<file path="config.mk">
export PLATFORM = sky130hd
export DESIGN_NAME = branch_resolver
export DESIGN_NICKNAME = d
export VERILOG_FILES = /design/src/rtl/branch_pkg.sv /design/src/rtl/branch_decode.sv /design/src/rtl/branch_resolver.sv
export SDC_FILE = /design/constraint.sdc
export NUM_CORES = 1
export LEC_CHECK = 0
export ABC_AREA = 1
export BUFFER_PORTS_ARGS = -buffer_cell sky130_fd_sc_hd__clkbuf_2
export CORE_UTILIZATION = 50
export CTS_BUF_LIST = sky130_fd_sc_hd__clkbuf_8
export CTS_CLUSTER_DIAMETER = 60
export DETAILED_ROUTE_END_ITERATION = 8
export PLACE_DENSITY = 0.75
export SYNTH_ARGS = -nofsm -noshare
export SYNTH_HDL_FRONTEND = slang
export SYNTH_SLANG_ARGS = --single-unit
</file>
<file path="constraint.sdc">
create_clock -name Clock -period 2.7 [get_ports Clock]
set_input_delay 0.405 -clock Clock [delete_from_list [all_inputs] [get_ports Clock]]
set_output_delay 0.405 -clock Clock [all_outputs]
set_load 0.02 [all_outputs]
</file>
<file path="src/rtl/branch_pkg.sv">
// Shared encodings for the branch resolver, its decoder and the Comparator.
package branch_pkg;

    localparam logic [2:0] CMP_BEQ  = 3'b000;
    localparam logic [2:0] CMP_BGEZ = 3'b001;
    localparam logic [2:0] CMP_BGTZ = 3'b010;
    localparam logic [2:0] CMP_BLEZ = 3'b011;
    localparam logic [2:0] CMP_BLTZ = 3'b100;
    localparam logic [2:0] CMP_BNE  = 3'b101;
    localparam logic [2:0] CMP_BGT  = 3'b110;
    localparam logic [2:0] CMP_NONE = 3'b111;

    localparam logic [5:0] OP_REGIMM = 6'b000001;
    localparam logic [5:0] OP_BEQ    = 6'b000100;
    localparam logic [5:0] OP_BNE    = 6'b000101;
    localparam logic [5:0] OP_BLEZ   = 6'b000110;
    localparam logic [5:0] OP_BGTZ   = 6'b000111;
    localparam logic [5:0] OP_BGT    = 6'b010111;

    localparam logic [4:0] RT_BLTZ = 5'b00000;
    localparam logic [4:0] RT_BGEZ = 5'b00001;

    typedef enum logic [1:0] {
        ST_IDLE,
        ST_WAIT_CMP,
        ST_REDIRECT
    } br_state_t;

    // Single-operand compares run against zero on InB.
    function automatic logic uses_zero_b(input logic [2:0] code);
        return code inside {CMP_BGEZ, CMP_BGTZ, CMP_BLEZ, CMP_BLTZ};
    endfunction

endpackage

</file>
<file path="src/rtl/branch_decode.sv">
// Combinational branch decode: Instruction -> {IsBranch, Control, ZeroB}.
module branch_decode
    import branch_pkg::*;
#(
    parameter logic [5:0] BGT_OPCODE = OP_BGT
) (
    input  logic [31:0] Instruction,
    output logic        IsBranch,
    output logic [2:0]  Control,
    output logic        ZeroB
);

    logic [5:0] opcode;
    logic [4:0] rt;
    logic       unused_fields;

    assign opcode        = Instruction[31:26];
    assign rt            = Instruction[20:16];
    assign unused_fields = ^{Instruction[25:21], Instruction[15:0]};

    always_comb begin
        Control = CMP_NONE;
        case (opcode)
            OP_BEQ:    Control = CMP_BEQ;
            OP_BNE:    Control = CMP_BNE;
            OP_BLEZ:   Control = CMP_BLEZ;
            OP_BGTZ:   Control = CMP_BGTZ;
            OP_REGIMM: begin
                if (rt == RT_BGEZ)
                    Control = CMP_BGEZ;
                else if (rt == RT_BLTZ)
                    Control = CMP_BLTZ;
            end
            default: begin
                if (opcode == BGT_OPCODE)
                    Control = CMP_BGT;
            end
        endcase
    end

    assign IsBranch = (Control != CMP_NONE);
    assign ZeroB    = uses_zero_b(Control);

endmodule

</file>
<file path="src/rtl/branch_resolver.sv">
// ID-stage branch resolver: drives the Comparator, captures its Result and issues the PC redirect/flush.
// Optional taken/not-taken counters are enabled with `define BRANCH_STATS_EN.
module branch_resolver
    import branch_pkg::*;
#(
    parameter logic [5:0]  BGT_OPCODE = OP_BGT,
    parameter int unsigned ADDR_W     = 32
) (
    input  logic              Clock,
    input  logic              Reset,
    input  logic [31:0]       Instruction,
    input  logic              InstrValid,
    input  logic [ADDR_W-1:0] PCPlus4,
    input  logic              Stall,
    input  logic              CmpResult,
    output logic [2:0]        CmpControl,
    output logic              CmpZeroB,
    output logic              IsBranch,
    output logic              Busy,
    output logic              Redirect,
    output logic [ADDR_W-1:0] BranchTarget,
    output logic              Flush
`ifdef BRANCH_STATS_EN
    ,
    output logic [31:0]       TakenCount,
    output logic [31:0]       NotTakenCount
`endif
);

    br_state_t         state;
    logic [2:0]        ctl_q;
    logic              zb_q;
    logic [2:0]        dec_ctl;
    logic              dec_zb;
    logic              dec_br;
    logic [ADDR_W-1:0] offset;
    logic [ADDR_W-1:0] target;

    branch_decode #(
        .BGT_OPCODE(BGT_OPCODE)
    ) u_decode (
        .Instruction(Instruction),
        .IsBranch   (dec_br),
        .Control    (dec_ctl),
        .ZeroB      (dec_zb)
    );

    assign IsBranch = dec_br;
    assign offset   = {{(ADDR_W-18){Instruction[15]}}, Instruction[15:0], 2'b00};
    assign target   = PCPlus4 + offset;
    assign Busy     = (state != ST_IDLE);

    // In IDLE the comparator must see the code in the acceptance cycle itself.
    assign CmpControl = (state == ST_IDLE) ? dec_ctl : ctl_q;
    assign CmpZeroB   = (state == ST_IDLE) ? dec_zb  : zb_q;

    always_ff @(posedge Clock) begin
        if (Reset) begin
            state        <= ST_IDLE;
            ctl_q        <= CMP_NONE;
            zb_q         <= 1'b0;
            BranchTarget <= '0;
            Redirect     <= 1'b0;
            Flush        <= 1'b0;
        end else begin
            case (state)
                ST_IDLE: begin
                    if (InstrValid && dec_br && !Stall) begin
                        ctl_q        <= dec_ctl;
                        zb_q         <= dec_zb;
                        BranchTarget <= target;
                        state        <= ST_WAIT_CMP;
                    end
                end
                ST_WAIT_CMP: begin
                    if (CmpResult) begin
                        Redirect <= 1'b1;
                        Flush    <= 1'b1;
                        state    <= ST_REDIRECT;
                    end else begin
                        state <= ST_IDLE;
                    end
                end
                ST_REDIRECT: begin
                    if (!Stall) begin
                        Redirect <= 1'b0;
                        Flush    <= 1'b0;
                        state    <= ST_IDLE;
                    end
                end
                default: state <= ST_IDLE;
            endcase
        end
    end

`ifdef BRANCH_STATS_EN
    always_ff @(posedge Clock) begin
        if (Reset) begin
            TakenCount    <= '0;
            NotTakenCount <= '0;
        end else if (state == ST_WAIT_CMP) begin
            if (CmpResult)
                TakenCount <= TakenCount + 32'd1;
            else
                NotTakenCount <= NotTakenCount + 32'd1;
        end
    end
`endif

endmodule
</file>
==> flow_metrics.env, run 1 <==
export IMPL_run_status="complete, no violations"
export IMPL_final_min_clock_period_ns=2.14
export IMPL_cts_hold_repair_buffers=0
export IMPL_cts_reportedPaths_clkPinSlew_ns=0.08
export IMPL_critPathCaptureType="output port"
export IMPL_powerDensity_nw_per_um2=385
export IMPL_drc=0
export IMPL_die_w_um=89.0
export IMPL_syn_instance_count=631
export IMPL_fin_ws_ns=0.562
export IMPL_setup_violations=0
export IMPL_yosys_reg_bits=39
export IMPL_detailedRoute_firstIterationViolations=271
export IMPL_final_fill_count=790
export IMPL_drt_pass1_iter_count=5
export IMPL_die_height_um=89.0
export IMPL_timing_critical_path_fanout_max=3
export IMPL_ctsHtreeMaxLevel=2
export IMPL_r2r_setup_slack_ns=0.97
export IMPL_total_routed_wirelength_um=9810
export IMPL_die_area_um2=7920
export IMPL_synthesis_area_um2=3780
export IMPL_final_cell_mix="189 x sky130_fd_sc_hd__nand2_1, 103 x sky130_fd_sc_hd__clkbuf_2, 89 x sky130_fd_sc_hd__nor2_1"
export IMPL_gpl_final_weighted_congestion=0.988
export IMPL_ctsResizeCount=0
export IMPL_cts_inserted_buffers=5
export IMPL_fp_row_count=31
export IMPL_crit_type="in2out"
export IMPL_gr_usage_all_layers=0.257
export IMPL_pin_count_of_the_biggest_net_entering_global_routing=37
export IMPL_max_clock_path_buffers=2
export IMPL_first_global_vias=3656
export IMPL_num_io_pins=109
export IMPL_grt_pass1_wl_um=16000
export IMPL_switching_share=0.365
export IMPL_timing_critical_path_required_ns=2.30
export IMPL_dp_worst_setup_slack_ns=0.392
export IMPL_dp_hpwl_um=8300
export IMPL_ys_dominant_reg_cell="sky130_fd_sc_hd__dfxtp_1"
export IMPL_io_buffer_count=103
export IMPL_cts_sink_count=39
export IMPL_sequential_share_of_power=0.351
export IMPL_synth_warnings=0
export IMPL_synth_area_leaders="sky130_fd_sc_hd__dfxtp_1 21%, sky130_fd_sc_hd__nand2_1 19%, sky130_fd_sc_hd__ha_1 9.6%, sky130_fd_sc_hd__nor2_1 8.8%, sky130_fd_sc_hd__inv_1 8.0%"
export IMPL_drive_gt1_frac=0.195
export IMPL_antenna_found_initial=0
export IMPL_postSynthAreaPerCell_um2=6.00
export IMPL_area_delta_synth_final_pct=18.3
export IMPL_timing_max_transition_violations_final=0
export IMPL_yosysTopAreaCellShare=0.206
export IMPL_timing_hold_violations_final=0
export IMPL_critical_path_arrival_ns=1.73
export IMPL_finalCoreUtilization=0.614
export IMPL_comb_power_share=0.367
export IMPL_postSynth_asyncResetShare=0
export IMPL_clock_skew_ns=0.00869
export IMPL_final_antenna_net_count=0
export IMPL_actual_transition_at_the_worst_max_transition_pin_ns=0.538
export IMPL_max_freq_mhz=468
export IMPL_number_of_distinct_library_cell_variants_in_the_gate_level_netlist_after_synthesis=41
export IMPL_clock_tree_from_tritoncts="yes"
export IMPL_unrepaired_setup_endpoints_after_global_routing="false"
export IMPL_power_frac_clock=0.283
export IMPL_p_switching_w=0.000630
export IMPL_synth_edf_count=0
export IMPL_via_count=4269
export IMPL_synth_top_area_cell="sky130_fd_sc_hd__dfxtp_1"
export IMPL_design_final_nets=831
export IMPL_start_util=0.519
export IMPL_clock_latency_ns=0.29
export IMPL_hp_class="in2reg"
export IMPL_number_of_vias_per_cell=5.13
export IMPL_setup_total_negative_slack_ns=0
export IMPL_cap_violations=0
export IMPL_clock_tree_root_cell="sky130_fd_sc_hd__clkbuf_8"
export IMPL_avgRoutedWirePerCell_um=11.8
export IMPL_final_common_cell="sky130_fd_sc_hd__nand2_1"
export IMPL_coreArea_um2=7290
export IMPL_grt_ovfl_total=0
export IMPL_vdd_ir_drop_worst_v=0.000194
export IMPL_leakage_nw=2.51
export IMPL_insertedDiodeCount=0
export IMPL_cts_repair_timing_setup_buffer_count=0
export IMPL_worst_setup_path_start_kind="primary input"
export IMPL_period_share=0.792
export IMPL_worst_slew_margin_rel=0.641
export IMPL_synth_yosys_seq_area_share=0.206
export IMPL_synth_fp_nets=730
export IMPL_power_report_internal_total_w=0.00110
power groups by stage:
stage / Clock [W] / Sequential, W / Combinational [W]
after CTS: 0.000496 / 0.000605 / 0.000626
after global placement: 0 / 0.000617 / 0.000612
after global routing: 0.000523 / 0.000607 / 0.000713
after floorplan: 0 / 0.000639 / 0.000421
final: 0.000488 / 0.000605 / 0.000632
after detailed placement: 0 / 0.000618 / 0.000624
metrics by stage:
stage | total power [W] | hold slack [ns] | cell area, um2 | std cells
CTS | 0.00173 | 0.354 | 4480 | 832
global route | 0.00184 | 0.374 | 4480 | 832
detailed placement | 0.00124 | 0.462 | 4360 | 824
finish | 0.00173 | 0.353 | 4480 | 832
floorplan | 0.00106 | 0.443 | 3780 | 631
global placement | 0.00123 | 0.456 | 4360 | 824
synthesized netlist by cell type, types with 3 or more instances:
library cell                 n
sky130_fd_sc_hd__nor2_1     89
sky130_fd_sc_hd__inv_1      81
sky130_fd_sc_hd__nand3b_1    3
sky130_fd_sc_hd__nor2_2      4
sky130_fd_sc_hd__xor2_1     12
sky130_fd_sc_hd__clkbuf_1    3
sky130_fd_sc_hd__o21bai_1    4
sky130_fd_sc_hd__ha_1       29
sky130_fd_sc_hd__nand4_1    11
sky130_fd_sc_hd__buf_6       5
sky130_fd_sc_hd__o21ai_0    14
sky130_fd_sc_hd__nand2_1   189
sky130_fd_sc_hd__dfxtp_1    39
sky130_fd_sc_hd__nor3_1      6
sky130_fd_sc_hd__nand2_2     7
sky130_fd_sc_hd__o21ai_1    17
sky130_fd_sc_hd__nand3_2     3
sky130_fd_sc_hd__a21oi_2     6
sky130_fd_sc_hd__a21oi_1    43
sky130_fd_sc_hd__nand3_1    38
logic make-up (layout without fill, tap and decap cells):
logic type	after synthesis	count (layout)	synth area share
AND/OR/NAND/NOR	358	358	0.408
AO/OA/AOI/OAI	97	97	0.149
buffers and inverters	94	196	0.105
flip-flops	39	39	0.206
adder cells (fa/ha/maj)	30	30	0.101
XOR/XNOR	13	13	0.0301
routing by layer:
metal	part of all wire	GRT usage	routed length (um)	vias up
met5	0	0	0	-
met4	0.023	0.0938	229	0
met3	0.055	0.0259	538	22
met2	0.45	0.440	4440	148
met1	0.47	0.337	4600	1869
li1	-	-	-	2230
worst max-delay path: stages:
cell and delay (ns):
sky130_fd_sc_hd__clkbuf_2 0.10, sky130_fd_sc_hd__inv_1 0.09, sky130_fd_sc_hd__nand2_1 0.07, sky130_fd_sc_hd__inv_1 0.08
sky130_fd_sc_hd__nand3_1 0.11, sky130_fd_sc_hd__nand2_1 0.10, sky130_fd_sc_hd__nor2_2 0.06, sky130_fd_sc_hd__a21oi_1 0.26
sky130_fd_sc_hd__nand2_1 0.12, sky130_fd_sc_hd__a31oi_1 0.15, sky130_fd_sc_hd__clkbuf_2 0.19
final cells by class:
class	instances	area, um2	area share
clock inverter	3	43.8	0.00978
timing repair buffer	105	543	0.121
clock buffer	5	68.8	0.0154
inverter	83	312	0.0696
sequential	39	781	0.174
multi-input combinational	498	2600	0.582
tap	99	124	0.0277
sequential cells by signal, indices dropped and copies added (netlist names):
signal and cells:
BranchTarget 32, ctl_q 3, state 2, Flush 1, zb_q 1
path summary, 6_finish.rpt:
| kind | startpoint | end | cells after the start |
|---|---|---|---|
| max | Instruction[29] | CmpZeroB | 11 |
| min | PCPlus4[0] | BranchTarget[0] | 3 |
| max reg2reg | state[1] | BranchTarget[12] | 6 |
| min reg2reg | BranchTarget[13] | BranchTarget[13] | 2 |
Power figures use the tool's default switching activity.
==> run 2: changes to the inputs <==
==> constraint.sdc (replaced) <==
create_clock -name Clock -period 2.2 [get_ports Clock]
set_input_delay 0.33 -clock Clock [delete_from_list [all_inputs] [get_ports Clock]]
set_output_delay 0.33 -clock Clock [all_outputs]
set_load 0.02 [all_outputs]
==> run 2 against run 1 <==
  * Sequential share of layout area is 0.15 points lower
  * First-iteration DRC count is 12% lower
  * Setup slack worse by 0.37 ns
  * Worst hold slack worse by 0.069 ns
  * Clock power is 22% higher
  * Count of clock-buffer cells in the layout stayed put
  * Die area stayed put
  * Total power is 23% higher
  * Non-clock buffer count is 7 higher
  * Cell area is 0.89% higher
  * Critical path depth is 2 lower
  * Sequential power is 23% higher
==> flow_metrics.env, run 2 (same netlist as run 1, synthesis figures left out) <==
export IMPL_gr_usage_all_layers=0.256
export IMPL_vdd_ir_drop_worst_v=0.000227
export IMPL_setup_total_negative_slack_ns=0
export IMPL_setup_violations=0
export IMPL_fp_row_count=31
export IMPL_max_clock_path_buffers=2
export IMPL_drc=0
export IMPL_area_delta_synth_final_pct=19.3
export IMPL_die_height_um=89.0
export IMPL_ctsHtreeMaxLevel=2
export IMPL_critPathCaptureType="output port"
export IMPL_cap_violations=0
export IMPL_avgRoutedWirePerCell_um=11.8
export IMPL_largest_registers="BranchTarget: 32 flops, ctl_q: 3 flops, state: 2 flops"
export IMPL_final_cell_mix="189 x sky130_fd_sc_hd__nand2_1, 103 x sky130_fd_sc_hd__clkbuf_2, 89 x sky130_fd_sc_hd__nor2_1"
export IMPL_timing_critical_path_fanout_max=6
export IMPL_finalCoreUtilization=0.619
export IMPL_design_final_nets=838
export IMPL_drt_pass1_iter_count=5
export IMPL_grt_pass1_wl_um=16100
export IMPL_io_buffer_count=103
export IMPL_antenna_found_initial=0
export IMPL_start_util=0.519
export IMPL_pin_count_of_the_biggest_net_entering_global_routing=37
export IMPL_via_count=4324
export IMPL_period_share=0.912
export IMPL_first_global_vias=3746
export IMPL_powerDensity_nw_per_um2=471
export IMPL_num_io_pins=109
export IMPL_critical_path_arrival_ns=1.68
export IMPL_clock_latency_ns=0.29
export IMPL_timing_critical_path_required_ns=1.87
export IMPL_gpl_final_weighted_congestion=0.981
export IMPL_total_routed_wirelength_um=9900
export IMPL_die_w_um=89.0
export IMPL_clock_skew_ns=0.00894
export IMPL_final_common_cell="sky130_fd_sc_hd__nand2_1"
export IMPL_fin_ws_ns=0.194
export IMPL_max_freq_mhz=498
export IMPL_largest_reg_flops=32
export IMPL_cts_repair_timing_setup_buffer_count=0
export IMPL_largest_register="BranchTarget"
export IMPL_hp_class="in2reg"
export IMPL_cts_inserted_buffers=5
export IMPL_leakage_nw=2.55
export IMPL_placed_cell_area_um2=4400
export IMPL_grt_ovfl_total=0
export IMPL_clock_tree_from_tritoncts="yes"
export IMPL_final_min_clock_period_ns=2.01
export IMPL_timing_hold_violations_final=0
export IMPL_worst_slew_margin_rel=0.768
export IMPL_worst_setup_path_start_kind="primary input"
export IMPL_run_status="complete, no violations"
export IMPL_coreArea_um2=7290
export IMPL_finalInstanceArea_um2=4520
export IMPL_drive_gt1_frac=0.203
export IMPL_cts_hold_repair_buffers=0
export IMPL_number_of_vias_per_cell=5.15
export IMPL_dp_hpwl_um=8370
export IMPL_insertedDiodeCount=0
export IMPL_cts_sink_count=39
export IMPL_ctsResizeCount=0
export IMPL_cts_reportedPaths_clkPinSlew_ns=0.08
export IMPL_final_antenna_net_count=0
export IMPL_timing_max_transition_violations_final=0
export IMPL_crit_type="in2out"
export IMPL_detailedRoute_firstIterationViolations=239
export IMPL_die_area_um2=7920
export IMPL_actual_transition_at_the_worst_max_transition_pin_ns=0.347
export IMPL_unrepaired_setup_endpoints_after_global_routing="false"
export IMPL_clock_tree_root_cell="sky130_fd_sc_hd__clkbuf_8"
export IMPL_dp_worst_setup_slack_ns=0.0765
-- run 2: cell types whose count changed in the layout (fill, tap and decap cells not counted), sizes merged --
| cell | previous run | this run |
|---|---|---|
| buf | 2 | 9 |
-- run 2: area by class of cell --
cell class,instances,area [um2]
Clock buffer,5,68.8
Tap cell,99,124
Fill cell,751,2780
Timing Repair Buffer,112,583
Clock inverter,3,43.8
Inverter,83,312
Sequential cell,39,781
Multi-Input combinational cell,498,2600
-- run 2: per-layer routing --
layer  wire (um)  GRT usage  share of wire  up-vias
met5           0          0              0        -
met4         296      0.101          0.030        0
met1        4550      0.335           0.46     1897
met3         617     0.0268          0.062       23
met2        4430      0.432           0.45      160
li1            -          -              -     2244
-- run 2: power by group --
part           internal [W]  switching [W]  total, W
Sequential         0.000729      0.0000125  0.000742
Clock              0.000338       0.000260  0.000597
Combinational      0.000284       0.000505  0.000789
-- run 2: per-stage QoR --
stage / cells / power (W) / hold slack, ns
after floorplan: 631 / 0.00130 / 0.443
after global placement: 831 / 0.00152 / 0.457
after detailed placement: 831 / 0.00153 / 0.463
after CTS: 839 / 0.00213 / 0.281
after global routing: 839 / 0.00227 / 0.322
final: 839 / 0.00213 / 0.284
-- run 2: worst paths after layout --
kind                         start                to  slack (ns)  depth (start not counted)
setup / recovery   Instruction[30]          CmpZeroB        0.19                          9
hold / removal          PCPlus4[0]   BranchTarget[0]        0.28                          3
setup reg to reg          state[1]  BranchTarget[17]        0.62                          7
hold reg to reg   BranchTarget[13]  BranchTarget[13]        0.47                          2
-- run 2: worst max-delay path: stages --
cell	delay [ns]
sky130_fd_sc_hd__clkbuf_2	0.11
sky130_fd_sc_hd__nor2_4	0.17
sky130_fd_sc_hd__nand3_2	0.16
sky130_fd_sc_hd__nand2_1	0.12
sky130_fd_sc_hd__nor2_2	0.06
sky130_fd_sc_hd__a21oi_1	0.24
sky130_fd_sc_hd__nand2_1	0.12
sky130_fd_sc_hd__a31oi_1	0.16
sky130_fd_sc_hd__clkbuf_2	0.19
==> run 3: changes to the inputs <==
--- a/config.mk
+++ b/config.mk
@@ -5,13 +5,12 @@
 export SDC_FILE = /design/constraint.sdc
 export NUM_CORES = 1
 export LEC_CHECK = 0
-export ABC_AREA = 1
 export BUFFER_PORTS_ARGS = -buffer_cell sky130_fd_sc_hd__clkbuf_2
 export CORE_UTILIZATION = 50
 export CTS_BUF_LIST = sky130_fd_sc_hd__clkbuf_8
 export CTS_CLUSTER_DIAMETER = 60
 export DETAILED_ROUTE_END_ITERATION = 8
-export PLACE_DENSITY = 0.75
+export PLACE_DENSITY = 0.77
 export SYNTH_ARGS = -nofsm -noshare
 export SYNTH_HDL_FRONTEND = slang
 export SYNTH_SLANG_ARGS = --single-unit
==> constraint.sdc (replaced) <==
create_clock -name Clock -period 2.2 [get_ports Clock]
set_input_delay 0.11 -clock Clock [delete_from_list [all_inputs] [get_ports Clock]]
set_output_delay 0.11 -clock Clock [all_outputs]
set_load 0.02 [all_outputs]
==> run 3 against run 2 <==
  * Sequential cell count is the same
  * Routed wire length shrank 4.9%
  * Sequential power shrank 2%
  * Critical path depth is the same
  * Clock skew shrank 0.00090 ns
  * Sequential share of layout area grew 0.53 points
==> flow_metrics.env, run 3 <==
export IMPL_run_status="complete, no violations"
export IMPL_final_fill_count=523
export IMPL_regToRegStartpoint="state[0]"
export IMPL_pin_count_of_the_biggest_net_entering_global_routing=21
export IMPL_timing_critical_path_buf_inv=1
export IMPL_worst_setup_path_start_kind="primary input"
export IMPL_via_count=3723
export IMPL_insertedDiodeCount=0
export IMPL_ctsHtreeMaxLevel=2
export IMPL_placed_cell_area_um2=4260
export IMPL_worst_hold_start="PCPlus4[1]"
export IMPL_timing_critical_path_cells="clkbuf_2 > ha_1 > and3_1 > a2111oi_4 > o21ai_2 > a311oi_2 > o31ai_1 > o31a_1 > a22o_1"
export IMPL_number_of_distinct_library_cell_variants_in_the_gate_level_netlist_after_synthesis=62
export IMPL_unrepaired_setup_endpoints_after_global_routing="false"
export IMPL_cts_repair_timing_setup_buffer_count=0
export IMPL_critical_path_slowest_cell="sky130_fd_sc_hd__a2111oi_4"
export IMPL_gr_usage_all_layers=0.282
export IMPL_vdd_ir_drop_worst_v=0.000334
export IMPL_largest_registers="BranchTarget: 32 flops, ctl_q: 3 flops, state: 2 flops"
export IMPL_total_power_w=0.00217
export IMPL_grt_ovfl_total=0
export IMPL_finalInstanceArea_um2=4380
export IMPL_timing_max_transition_violations_final=0
export IMPL_synth_yosys_seq_area_share=0.242
export IMPL_clock_skew_ns=0.00804
export IMPL_drive_gt1_frac=0.340
export IMPL_start_util=0.532
export IMPL_clock_tree_from_tritoncts="yes"
export IMPL_worst_slew_margin_rel=0.675
export IMPL_ys_dominant_reg_cell="sky130_fd_sc_hd__dfxtp_1"
export IMPL_max_clock_path_buffers=2
export IMPL_die_area_um2=6780
export IMPL_postSynth_asyncResetShare=0
export IMPL_place_detailed_instances=652
export IMPL_cap_violations=0
export IMPL_critical_path_top_delay_family="compound AO/OA/AOI/OAI gates"
export IMPL_period_share=0.954
export IMPL_final_min_clock_period_ns=2.10
export IMPL_global_route_peak_usage_layer="met2"
export IMPL_max_freq_mhz=476
export IMPL_regArea_um2=781
export IMPL_largest_reg_flops=32
export IMPL_powerDensity_nw_per_um2=496
export IMPL_cts_inserted_buffers=5
export IMPL_yosysTopAreaCellShare=0.242
export IMPL_final_cell_mix="103 x sky130_fd_sc_hd__clkbuf_2, 68 x sky130_fd_sc_hd__buf_4, 60 x sky130_fd_sc_hd__nand2_1"
export IMPL_hp_class="in2reg"
export IMPL_post_synth_top_count_cell="sky130_fd_sc_hd__nand2_1"
export IMPL_synth_commonest_cells="60 x sky130_fd_sc_hd__nand2_1, 46 x sky130_fd_sc_hd__a21oi_1, 39 x sky130_fd_sc_hd__dfxtp_1, 37 x sky130_fd_sc_hd__nor2_1, 29 x sky130_fd_sc_hd__ha_1"
export IMPL_dp_hpwl_um=7600
export IMPL_cts_reportedPaths_clkPinSlew_ns=0.09
export IMPL_holdPathStages=3
export IMPL_cts_hold_repair_buffers=0
export IMPL_grt_pass1_wl_um=14800
export IMPL_largest_register="BranchTarget"
export IMPL_clock_latency_ns=0.30
export IMPL_die_w_um=82.3
export IMPL_synth_fp_nets=525
export IMPL_final_antenna_net_count=0
export IMPL_global_route_usage_met1=0.336
export IMPL_num_io_pins=109
export IMPL_first_global_vias=3429
export IMPL_syn_instance_count=426
export IMPL_r2r_setup_slack_ns=0.17
export IMPL_drt_pass1_iter_count=5
export IMPL_detailedRoute_firstIterationViolations=136
export IMPL_stdcell_count=660
export IMPL_critPathCaptureType="flop"
export IMPL_avgRoutedWirePerCell_um=14.3
export IMPL_multiInputGateArea_um2=2320
export IMPL_drc=0
export IMPL_critical_path_arrival_ns=2.30
export IMPL_postSynthAreaPerCell_um2=7.57
export IMPL_setup_violations=0
export IMPL_design_final_nets=683
export IMPL_cts_sink_count=39
export IMPL_worst_r2r_cell_count=6
export IMPL_synth_area_leaders="sky130_fd_sc_hd__dfxtp_1 24%, sky130_fd_sc_hd__ha_1 11%, sky130_fd_sc_hd__a21oi_1 7.1%, sky130_fd_sc_hd__nand2_1 7.0%, sky130_fd_sc_hd__nor2_1 4.3%"
export IMPL_min_to="BranchTarget[1]"
export IMPL_maximum_single_stage_delay_on_the_critical_path_ns=0.41
export IMPL_io_buffer_count=103
export IMPL_grt_met3_usage=0.0451
export IMPL_leakage_nw=2.07
export IMPL_timing_critical_path_required_ns=2.40
export IMPL_antenna_found_initial=0
export IMPL_coreArea_um2=6060
export IMPL_die_height_um=82.3
export IMPL_total_routed_wirelength_um=9410
export IMPL_synth_top_area_cell="sky130_fd_sc_hd__dfxtp_1"
export IMPL_synth_warnings=0
export IMPL_grt_met2_usage=0.519
export IMPL_regToRegEndpoint="BranchTarget[29]"
export IMPL_timing_critical_path_fanout_max=4
export IMPL_number_of_vias_per_cell=5.64
export IMPL_area_delta_synth_final_pct=35.8
export IMPL_clock_tree_root_cell="sky130_fd_sc_hd__clkbuf_8"
export IMPL_yosys_reg_bits=39
export IMPL_synth_edf_count=0
export IMPL_actual_transition_at_the_worst_max_transition_pin_ns=0.483
export IMPL_hold_slack_ns=0.0296
export IMPL_timing_hold_violations_final=0
export IMPL_fp_row_count=28
export IMPL_final_common_cell="sky130_fd_sc_hd__clkbuf_2"
export IMPL_gpl_final_weighted_congestion=0.932
export IMPL_crit_type="in2reg"
export IMPL_synthesis_area_um2=3230
[run 3: power breakdown]
group,leakage [nW],switching [W],internal (W)
clock network,0.0587,0.000293,0.000344
registers,0.315,0.00000669,0.000718
logic,1.70,0.000424,0.000386
[run 3: layout make-up]
type | count | area share
Clock buffer | 5 | 0.0157
Inverter | 11 | 0.00942
Sequential cell | 39 | 0.178
Timing Repair Buffer | 171 | 0.234
Clock inverter | 3 | 0.0109
Tap cell | 75 | 0.0214
Multi-Input combinational cell | 356 | 0.530
[run 3: how the worst max path moves through the flow]
stage | from | endpoint | slack (ns) | depth (start not counted)
after floorplan | Instruction[3] | BranchTarget[31] | 0.08 | 8
after global placement | Instruction[4] | BranchTarget[31] | -0.14 | 9
after detailed placement | Instruction[4] | BranchTarget[31] | -0.19 | 9
after CTS | state[0] | BranchTarget[18] | 0.08 | 7
after global routing | Instruction[4] | BranchTarget[31] | 0.002 | 9
final | Instruction[4] | BranchTarget[31] | 0.10 | 9
[run 3: what timing repair did]
| action | 4_1_cts | 5_1_grt |
|---|---|---|
| hold endpoints to repair | 0 | 0 |
| setup endpoints to repair | 0 | 8 |
| gates resized for setup | 0 | 2 |
[run 3: through the flow]
step           setup WS (ns)  setup TNS [ns]   util
5_1_grt              0.00195               0  0.723
3_5_place_dp          -0.192           -1.33  0.702
4_1_cts               0.0847               0  0.721
6_report               0.101               0  0.723
3_3_place_gp          -0.144          -0.709  0.702
2_1_floorplan         0.0806               0      -
[run 3: worst min-delay path: stages]
cell,delay (ns)
sky130_fd_sc_hd__clkbuf_2,0.08
sky130_fd_sc_hd__nand2_1,0.04
sky130_fd_sc_hd__a21oi_1,0.05
[run 3: metal layers]
metal / wire length [um] / up-vias
li1: - / 1889
met2: 4690 / 135
met4: 155 / 0
met5: 0 / -
met1: 4030 / 1681
met3: 532 / 18
[run 3: cell families after synthesis]
logic type               after synthesis  synth area share
adder cells (fa/ha/maj)               30             0.119
AO/OA/AOI/OAI                        137             0.286
multiplexers                           4            0.0132
XOR/XNOR                              20            0.0543
AND/OR/NAND/NOR                      165             0.245
buffers and inverters                 31            0.0407
flip-flops                            39             0.242
